### config.mk
export PLATFORM = sky130hd
export DESIGN_NAME = motor_pwm_drive_flat
export DESIGN_NICKNAME = d
export VERILOG_FILES = /design/src/rtl/motor_pwm_drive_if.sv /design/src/rtl/motor_pwm_drive.sv /design/src/flat_wrapper.sv
export SDC_FILE = /design/constraint.sdc
export NUM_CORES = 1
export LEC_CHECK = 0
export BUFFER_PORTS_ARGS = -buffer_cell sky130_fd_sc_hd__buf_2
export CORE_MARGIN = 2
export CORE_UTILIZATION = 42
export DETAILED_ROUTE_END_ITERATION = 12
export GPL_TIMING_DRIVEN = 0
export HOLD_SLACK_MARGIN = 0.05
export SLEW_MARGIN = 20
export SYNTH_ARGS = -nofsm -noshare
export SYNTH_HDL_FRONTEND = slang
export SYNTH_SLANG_ARGS = --single-unit
### constraint.sdc
create_clock -name clk -period 4.5 [get_ports clk]
set_clock_uncertainty 0.1 [all_clocks]
set_input_delay 1.125 -clock clk [delete_from_list [all_inputs] [get_ports clk]]
set_output_delay 1.125 -clock clk [all_outputs]
set_load 0.02 [all_outputs]
### src/rtl/motor_pwm_drive_if.sv
`default_nettype none
// ============================================================================
// Module   : motor_pwm_drive_if
// Brief    : Steering command in, wheel PWM/duty/busy out.
// Revision : 1.0
// ============================================================================
interface motor_pwm_drive_if #(
  parameter int DUTY_W = 3
);
  logic              right;
  logic              left;
  logic              pwm_r;
  logic              pwm_l;
  logic [DUTY_W-1:0] duty_r;
  logic [DUTY_W-1:0] duty_l;
  logic              busy;

  modport master (output right, left, input  pwm_r, pwm_l, duty_r, duty_l, busy);
  modport slave  (input  right, left, output pwm_r, pwm_l, duty_r, duty_l, busy);
endinterface
`default_nettype wire

### src/rtl/motor_pwm_drive.sv
`default_nettype none
// ============================================================================
// Module   : motor_pwm_drive
// Brief    : Two-wheel PWM drive with ramped duty; commands sampled per period.
//            Optional MOTOR_BRAKE_EN: stop command zeroes both duties at once.
// Revision : 1.0
// ============================================================================
module motor_pwm_drive #(
  parameter int DUTY_W       = 3,
  parameter int PRESCALE     = 4,
  parameter int RAMP_PERIODS = 2,
  parameter int DUTY_MAX     = 7,
  parameter int DUTY_MIN     = 2
) (
  input wire               clk,
  input wire               rst,
  motor_pwm_drive_if.slave bus
);

  localparam int                c_PRE_W    = (PRESCALE > 1) ? $clog2(PRESCALE) : 1;
  localparam int                c_RAMP_W   = (RAMP_PERIODS > 1) ? $clog2(RAMP_PERIODS) : 1;
  localparam logic [c_PRE_W-1:0]  c_PRE_LAST  = c_PRE_W'(PRESCALE - 1);
  localparam logic [c_RAMP_W-1:0] c_RAMP_LAST = c_RAMP_W'(RAMP_PERIODS - 1);
  localparam logic [DUTY_W-1:0] c_CNT_LAST = {DUTY_W{1'b1}};
  localparam logic [DUTY_W-1:0] c_DUTY_MAX = DUTY_W'(DUTY_MAX);
  localparam logic [DUTY_W-1:0] c_DUTY_MIN = DUTY_W'(DUTY_MIN);

  logic [c_PRE_W-1:0]  r_pre;
  logic [DUTY_W-1:0]   r_cnt;
  logic [c_RAMP_W-1:0] r_ramp;
  logic [1:0]          r_cmd_q;
  logic [DUTY_W-1:0]   r_duty_r;
  logic [DUTY_W-1:0]   r_duty_l;
  logic                r_pwm_r;
  logic                r_pwm_l;
  logic                r_busy;

  logic                w_tick;
  logic                w_period_end;
  logic                w_ramp_step;
  logic                w_brake;
  logic [1:0]          w_cmd_nxt;
  logic [DUTY_W-1:0]   w_duty_r_nxt;
  logic [DUTY_W-1:0]   w_duty_l_nxt;

  function automatic logic [DUTY_W-1:0] f_tgt_r(input logic [1:0] cmd);
    case (cmd)
      2'b00:   f_tgt_r = c_DUTY_MAX;
      2'b10:   f_tgt_r = c_DUTY_MIN;
      2'b01:   f_tgt_r = c_DUTY_MAX;
      default: f_tgt_r = '0;
    endcase
  endfunction

  function automatic logic [DUTY_W-1:0] f_tgt_l(input logic [1:0] cmd);
    case (cmd)
      2'b00:   f_tgt_l = c_DUTY_MAX;
      2'b10:   f_tgt_l = c_DUTY_MAX;
      2'b01:   f_tgt_l = c_DUTY_MIN;
      default: f_tgt_l = '0;
    endcase
  endfunction

  // One unit toward the target; equality holds, so no over/undershoot.
  function automatic logic [DUTY_W-1:0] f_step(input logic [DUTY_W-1:0] cur,
                                               input logic [DUTY_W-1:0] tgt);
    if (cur < tgt)      f_step = cur + 1'b1;
    else if (cur > tgt) f_step = cur - 1'b1;
    else                f_step = cur;
  endfunction

  assign w_tick       = (r_pre == c_PRE_LAST);
  assign w_period_end = w_tick && (r_cnt == c_CNT_LAST);
  assign w_ramp_step  = w_period_end && (r_ramp == c_RAMP_LAST);
  assign w_cmd_nxt    = w_period_end ? {bus.right, bus.left} : r_cmd_q;

`ifdef MOTOR_BRAKE_EN
  assign w_brake = w_period_end && (w_cmd_nxt == 2'b11);
`else
  assign w_brake = 1'b0;
`endif

  always_comb begin
    w_duty_r_nxt = r_duty_r;
    w_duty_l_nxt = r_duty_l;
    if (w_brake) begin
      w_duty_r_nxt = '0;
      w_duty_l_nxt = '0;
    end else if (w_ramp_step) begin
      w_duty_r_nxt = f_step(r_duty_r, f_tgt_r(w_cmd_nxt));
      w_duty_l_nxt = f_step(r_duty_l, f_tgt_l(w_cmd_nxt));
    end
  end

  always_ff @(posedge clk or negedge rst) begin
    if (!rst) begin
      r_pre    <= '0;
      r_cnt    <= '0;
      r_ramp   <= '0;
      r_cmd_q  <= 2'b11;
      r_duty_r <= '0;
      r_duty_l <= '0;
      r_pwm_r  <= 1'b0;
      r_pwm_l  <= 1'b0;
      r_busy   <= 1'b0;
    end else begin
      r_pre <= w_tick ? '0 : r_pre + 1'b1;
      if (w_tick) begin
        r_cnt <= r_cnt + 1'b1;
      end
      if (w_period_end) begin
        r_ramp <= (r_ramp == c_RAMP_LAST) ? '0 : r_ramp + 1'b1;
      end
      r_cmd_q  <= w_cmd_nxt;
      r_duty_r <= w_duty_r_nxt;
      r_duty_l <= w_duty_l_nxt;
      // Compare on current registers: new duty shows from cnt=0 of next period.
      r_pwm_r  <= (r_cnt < r_duty_r);
      r_pwm_l  <= (r_cnt < r_duty_l);
      r_busy   <= (w_duty_r_nxt != f_tgt_r(w_cmd_nxt)) ||
                  (w_duty_l_nxt != f_tgt_l(w_cmd_nxt));
    end
  end

  assign bus.pwm_r  = r_pwm_r;
  assign bus.pwm_l  = r_pwm_l;
  assign bus.duty_r = r_duty_r;
  assign bus.duty_l = r_duty_l;
  assign bus.busy   = r_busy;

endmodule
`default_nettype wire

### src/flat_wrapper.sv
// flat-port wrapper written by rule: the top's interface ports become plain ports
module motor_pwm_drive_flat 
#(
  parameter int DUTY_W       = 3,
  parameter int PRESCALE     = 4,
  parameter int RAMP_PERIODS = 2,
  parameter int DUTY_MAX     = 7,
  parameter int DUTY_MIN     = 2
)
  (clk, rst, bus_right, bus_left, bus_pwm_r, bus_pwm_l, bus_duty_r, bus_duty_l, bus_busy);
  motor_pwm_drive_if #(.DUTY_W(DUTY_W)) bus_i ();
  input wire clk;
  input wire rst;
  input wire logic [$bits(bus_i.right)-1:0] bus_right;
  input wire logic [$bits(bus_i.left)-1:0] bus_left;
  output wire logic [$bits(bus_i.pwm_r)-1:0] bus_pwm_r;
  output wire logic [$bits(bus_i.pwm_l)-1:0] bus_pwm_l;
  output wire logic [$bits(bus_i.duty_r)-1:0] bus_duty_r;
  output wire logic [$bits(bus_i.duty_l)-1:0] bus_duty_l;
  output wire logic [$bits(bus_i.busy)-1:0] bus_busy;
  assign bus_i.right = bus_right;
  assign bus_i.left = bus_left;
  assign bus_pwm_r = bus_i.pwm_r;
  assign bus_pwm_l = bus_i.pwm_l;
  assign bus_duty_r = bus_i.duty_r;
  assign bus_duty_l = bus_i.duty_l;
  assign bus_busy = bus_i.busy;
  motor_pwm_drive #(.DUTY_W(DUTY_W), .PRESCALE(PRESCALE), .RAMP_PERIODS(RAMP_PERIODS), .DUTY_MAX(DUTY_MAX), .DUTY_MIN(DUTY_MIN)) u_core (.clk(clk), .rst(rst), .bus(bus_i));
endmodule
### Word-level counts from Yosys, hierarchy flattened

Cells that the tools add are included.

| cells by class | value |
|---|---|
| $add $sub $neg | 7 |
| multiplexer cells | 13 |
| equal/unequal tests | 6 |
| reductions and logical operators | 6 |
| $lt $le $gt $ge | 6 |

Operator list:

| operator | number |
|---|---|
| $mux W3 | 8 |
| $lt A3 B3 Y1 | 4 |
| $pmux W3 S2 | 2 |
| $add A3 B1 Y3 const B | 3 |
| $gt A3 B3 Y1 | 2 |
| $ne A3 B3 Y1 | 2 |
| $sub A3 B1 Y3 const B | 2 |
| $eq A2 B2 Y1 const B | 2 |
| $mux W2 | 2 |
| $reduce_or A2 Y1 | 2 |
| $eq A3 B3 Y1 const B | 1 |
| $add A2 B1 Y2 const B | 1 |
| $eq A2 B1 Y1 const B | 1 |
| $logic_and A1 B1 Y1 | 2 |
| $logic_not A2 Y1 | 1 |
| $add A1 B1 Y1 const B | 1 |
| $logic_or A1 B1 Y1 | 1 |
| $mux W1 | 1 |

| storage, ports and cells | value |
|---|---|
| logic and storage cells | 47 |
| register bits | 17 |

### Logic depth before layout (Yosys ltp)

| depth | value |
|---|---|
| depth after elaboration | 13 |
| depth in mapped cells | 13 |
| depth with buffers taken out | 13 |

### Worst setup path before layout

OpenSTA, ideal clock, no wires.

| timing | value |
|---|---|
| kind | input -> register |
| start point | input bus_left |
| end point | register u_core.r_busy (netlist: u_core.bus.busy) |
| stages | 10 |
| required time | 4,268 ps |
| arrival time | 3,296 ps |
| setup time | 132 ps |
| setup slack | 971 ps |
| cell sequence | mux2i_1 inv_1 ha_1 a21oi_2 o21ai_2 o22a_1 o221a_2 or3_1 a2111oi_2 o22ai_1 |

| on the way | value |
|---|---|
| word-level cells in the longest chain between the ends | 11 |
| elaborated cells between the ends (all ways) | 23 |

Ends and longest elaborated chain:

| item | line | RTL |
|---|---|---|
| from (decl) | flat_wrapper.sv:15 | `input wire logic [$bits(bus_i.left)-1:0] bus_left;` |
| $mux W2 * | motor_pwm_drive.sv:75 | `assign w_cmd_nxt = w_period_end ? {bus.right, bus.left} : r_cmd_q;` |
| named net u_core.w_cmd_nxt[0] | motor_pwm_drive.sv:42 | `logic [1:0] w_cmd_nxt;` |
| $eq A2 B2 Y1 / $logic_not A2 Y1 (equally long branches) | motor_pwm_drive.sv:56 | `case (cmd)` |
| $reduce_or A2 Y1 (no line) | -- |  |
| $pmux W3 S2 * | motor_pwm_drive.sv:56 |  |
| $mux W3 * | motor_pwm_drive.sv:89 | `end else if (w_ramp_step) begin` |
| $gt A3 B3 Y1 | motor_pwm_drive.sv:68 | `else if (cur > tgt) f_step = cur - 1'b1;` |
| $mux W3 | motor_pwm_drive.sv:68 |  |
| $mux W3 * | motor_pwm_drive.sv:67 | `if (cur < tgt) f_step = cur + 1'b1;` |
| $mux W3 * | motor_pwm_drive.sv:89 |  |
| named net u_core.w_duty_l_nxt[1] | motor_pwm_drive.sv:44 | `logic [DUTY_W-1:0] w_duty_l_nxt;` |
| $ne A3 B3 Y1 * | motor_pwm_drive.sv:121 | `(w_duty_l_nxt != f_tgt_l(w_cmd_nxt));` |
| $logic_or A1 B1 Y1 * | motor_pwm_drive.sv:120 | `r_busy <= (w_duty_r_nxt != f_tgt_r(w_cmd_nxt)) \|\|` |
| to (signal assigned) | motor_pwm_drive.sv:120 |  |
| to (decl) | motor_pwm_drive.sv:36 | `logic r_busy;` |

The timed path passes the listed nets; every way through them passes the cells marked *. The select of a mux whose other input is x is not followed.
A chain may end at the register's enable or synchronous reset.

### Worst setup path after layout

| timing | value |
|---|---|
| start point | register u_core.r_cnt[0] |
| end point | register u_core.r_busy (netlist: u_core.bus.busy) |

| on the way | value |
|---|---|
| word-level cells in the longest chain between the ends | 13 |
| elaborated cells between the ends (all ways) | 26 |

Ends and longest elaborated chain:

| item | line | RTL |
|---|---|---|
| from (decl) | motor_pwm_drive.sv:29 | `logic [DUTY_W-1:0] r_cnt;` |
| from (signal assigned) | motor_pwm_drive.sv:109 | `r_cnt <= r_cnt + 1'b1;` |
| $eq A3 B3 Y1 * | motor_pwm_drive.sv:73 | `assign w_period_end = w_tick && (r_cnt == c_CNT_LAST);` |
| $logic_and A1 B1 Y1 * | motor_pwm_drive.sv:73 |  |
| $mux W2 * | motor_pwm_drive.sv:75 |  |
| named net u_core.w_cmd_nxt[1] | motor_pwm_drive.sv:42 |  |
| $eq A2 B1 Y1 / $logic_not A2 Y1 (equally long branches) | motor_pwm_drive.sv:47 | `case (cmd)` |
| $reduce_or A2 Y1 (no line) | -- |  |
| $pmux W3 S2 * | motor_pwm_drive.sv:47 |  |
| $mux W3 * | motor_pwm_drive.sv:89 |  |
| $gt A3 B3 Y1 | motor_pwm_drive.sv:68 |  |
| $mux W3 | motor_pwm_drive.sv:68 |  |
| $mux W3 * | motor_pwm_drive.sv:67 |  |
| $mux W3 * | motor_pwm_drive.sv:89 |  |
| named net u_core.w_duty_r_nxt[1] | motor_pwm_drive.sv:43 | `logic [DUTY_W-1:0] w_duty_r_nxt;` |
| $ne A3 B3 Y1 * | motor_pwm_drive.sv:120 |  |
| $logic_or A1 B1 Y1 * | motor_pwm_drive.sv:120 |  |

Marked as above.

==> reports/results.ini <==
[clock_network]
cts.sinks = 17
postCtsResizedCells = 0
ctsHoldBuffers = 0
cts_post_setup_buffers_inserted = 0
path_clk_slew_ns = 0.10
cts_max_level = 1
cts_buffers = 3
tritoncts = yes
clock_path_buffers = 2
clkLatencyLatePin_ns = 0.30
clockRootBuffer = sky130_fd_sc_hd__clkbuf_4

[cells_and_area]
num_antenna_cells = 0
finalNetCount = 138
area.sequential_um2 = 428
final_cells = 146
finish.instance_area_um2 = 1210
area.growth.synth_to_final_pct = 11.5
drive_gt1_share_pct = 25.0
multi_input_comb_area_um2 = 617
fillCellCount = 260

[grt]
grt_remaining_overflow = 0
global_route_wire_length_before_repair_um = 3330
grt_start_max_net_pins = 18
antenna_found_initial = 0
gr-usage-all-layers_pct = 15.9
grt_pass1_vias = 732

[power_and_ir_drop]
vdd.ir_drop.worst_v = 0.000116
cellPowerDensity_nw_per_um2 = 215
p_total_mw = 0.262
cellLeakagePower_nw = 0.582

[timing]
finalSetupViolations = 0
timing.final.crit_share_pct = 85.5
finalMaxSlewViolations = 0
finalCriticalPeriod_ns = 3.85
achievable-frequency_mhz = 260
setup-tns-final_ns = 0
setup_repair_after_global_routing_missed_its_margin = false
worst_slew_pin_slew_ns = 0.485
whs_ns = 0.348
maxSlewHeadroom_pct = 66.7
report.final.hold_viol_count = 0

[yosys]
post_synth_inst_count = 100
yosys_register_bits = 17
postSynth.asyncResetShare_pct = 100
synth_edf_count = 0
synthDominantAreaCellType = sky130_fd_sc_hd__dfrtp_1
ys_dominant_reg_cell = sky130_fd_sc_hd__dfrtp_1
yosysWarnings = 0
synth-seq-area-share_pct = 39.3
syn_area_um2 = 1090
synth_top_area_share_pct = 34.4
netlist-cell-type-count = 33
post-synth-top-count-cell = sky130_fd_sc_hd__ha_1
mappedNetlistNets = 121
yosys-top-cells-count = sky130_fd_sc_hd__ha_1 (17), sky130_fd_sc_hd__dfrtp_1 (15), sky130_fd_sc_hd__inv_1 (9), sky130_fd_sc_hd__a21oi_1 (7)
syn_avg_cell_area_um2 = 10.9
synth.top_cells.by_area = sky130_fd_sc_hd__dfrtp_1 (34%), sky130_fd_sc_hd__ha_1 (20%), sky130_fd_sc_hd__dfstp_2 (4.8%)

[route]
first_pass_iters = 4
number_of_remaining_drc_errors = 0
post_drt_via_cell_ratio = 5.35
avgRoutedWirePerCell_um = 13.6
drtIter0Drc = 1
route.vias.total = 781
wl_um = 1990
antenna_violating_nets_post_route = 0

[setup_path]
worst_setup_path_start_kind = flop
critPathRequiredTime_ns = 4.57
setup.worst_path.end_class = flop
worst_path_max_delay_cell = sky130_fd_sc_hd__mux2i_1
critical_path_peak_fanout = 7
max_stage_delay_ns = 0.48
worst_path_most_repeated_cell = sky130_fd_sc_hd__ha_1
critical_path_arrival_ns = 3.92
cp_cell_sequence = ha_1 -> ha_1 -> nand2_1 -> mux2i_1 -> inv_1 -> ha_1 -> a21oi_1 -> nand2_1 -> o22a_1 -> o221a_2 -> or3_1 -> a2111oi_2 -> o22ai_1
criticalPathCategory = flop to flop

[floorplanning]
chipWidth_um = 54.9
num_rows = 18
ioPinCount = 13
floorplan.core_area_um2 = 2480
fp.dieArea_um2 = 3020
initial_core_util_pct = 44.0
die_height_um = 54.9

[outcome]
status = finished clean

[hold_path]
hold_path.class = flop to flop

[placement]
numPortBuffers = 12
place.gp.congestion = 0.780
dpl.cell_count = 142
detailed_place_hpwl_um = 1560
postPlaceCellArea_um2 = 1190

[flow_run]
timing.max_cap.violations = 0

==> cell families after synthesis <==
group / share of synthesized area [%]
AOI/OAI and AO/OA: 13.2
xor gates and xnor gates: 4.82
adders and majority gates: 19.5
buffers and inverters: 4.13
DFF: 39.3
muxes: 4.82
and+or+nand+nor: 14.2
==> final timing paths <==
| path | cells after the start | slack, ns | to | from |
|---|---|---|---|---|
| worst min-delay path | 1 | 0.35 | u_core.r_pre[0] | u_core.r_pre[0] |
| worst max-delay path | 13 | 0.65 | u_core.bus.busy | u_core.r_cnt[0] |
| worst min register to register | 1 | 0.35 | u_core.r_pre[0] | u_core.r_pre[0] |
| worst max register to register | 13 | 0.65 | u_core.bus.busy | u_core.r_cnt[0] |
| max in group asynchronous | 1 | 3.36 | u_core.r_cmd_q[1] | rst |
| min in group asynchronous | 1 | 0.63 | u_core.bus.duty_l[2] | rst |
==> layout make-up <==
type | count | area share (%)
multi-input cells | 73 | 50.8
well taps | 30 | 3.09
flip-flops and latches | 17 | 35.2
repair buffers | 12 | 4.94
plain buffers | 1 | 0.927
clock inverters | 1 | 0.412
clock buffers | 3 | 1.85
inverters | 9 | 2.78
==> per-layer routing <==
metal  global-route usage [%]  part of all wire (%)  vias up
li1                         -                     -      393
met1                     23.1                    49      369
met2                     23.6                    44       15
met3                     3.49                   5.6        4
met4                     4.88                   1.5        0
met5                        0                     0        -
==> through the flow <==
stage | setup WS (ns) | util, %
6_report | 0.651 | 49.0
3_5_place_dp | 0.598 | 47.9
4_1_cts | 0.654 | 49.0
3_3_place_gp | 0.585 | 47.9
5_1_grt | 0.339 | 49.0
2_1_floorplan | 0.971 | -
==> report_power, final <==
part | switching (mW) | internal, mW
Clock | 0.0519 | 0.0331
Sequential | 0.000414 | 0.155
Combinational | 0.0137 | 0.00768
Total | 0.0660 | 0.196
==> flip-flops by register name, summed over array words and instances, names as in the netlist <==
| register | count |
|---|---|
| u_core.bus.duty_l | 3 |
| u_core.bus.duty_r | 3 |
| u_core.r_cnt | 3 |
| u_core.r_cmd_q | 2 |
| u_core.r_pre | 2 |
| u_core.bus.busy | 1 |
| u_core.bus.pwm_l | 1 |
| u_core.bus.pwm_r | 1 |
| u_core.r_ramp | 1 |
==> worst max-delay path: cells and delay by family (launching register included) <==
family / cells / cell delay (ns)
compound gates: 5 / 1.11
fa+ha+maj: 3 / 0.79
simple gates: 3 / 0.67
mux: 1 / 0.48
flops: 1 / 0.44
buf+inv: 1 / 0.12
==> placed cells by master (no fill, tap or decap), types with 3 or more instances in the layout <==
cell type                  count
sky130_fd_sc_hd__ha_1         17
sky130_fd_sc_hd__dfrtp_1      15
sky130_fd_sc_hd__mux2i_1       3
sky130_fd_sc_hd__nand2_1       3
sky130_fd_sc_hd__nor2_1        5
sky130_fd_sc_hd__clkbuf_4      3
sky130_fd_sc_hd__buf_2        12
sky130_fd_sc_hd__nand3_1       3
sky130_fd_sc_hd__a21oi_1       7
sky130_fd_sc_hd__nand3b_1      3
sky130_fd_sc_hd__xnor2_1       5
sky130_fd_sc_hd__inv_1         9
sky130_fd_sc_hd__o21ai_0       3
Power figures use the tool's default switching activity.
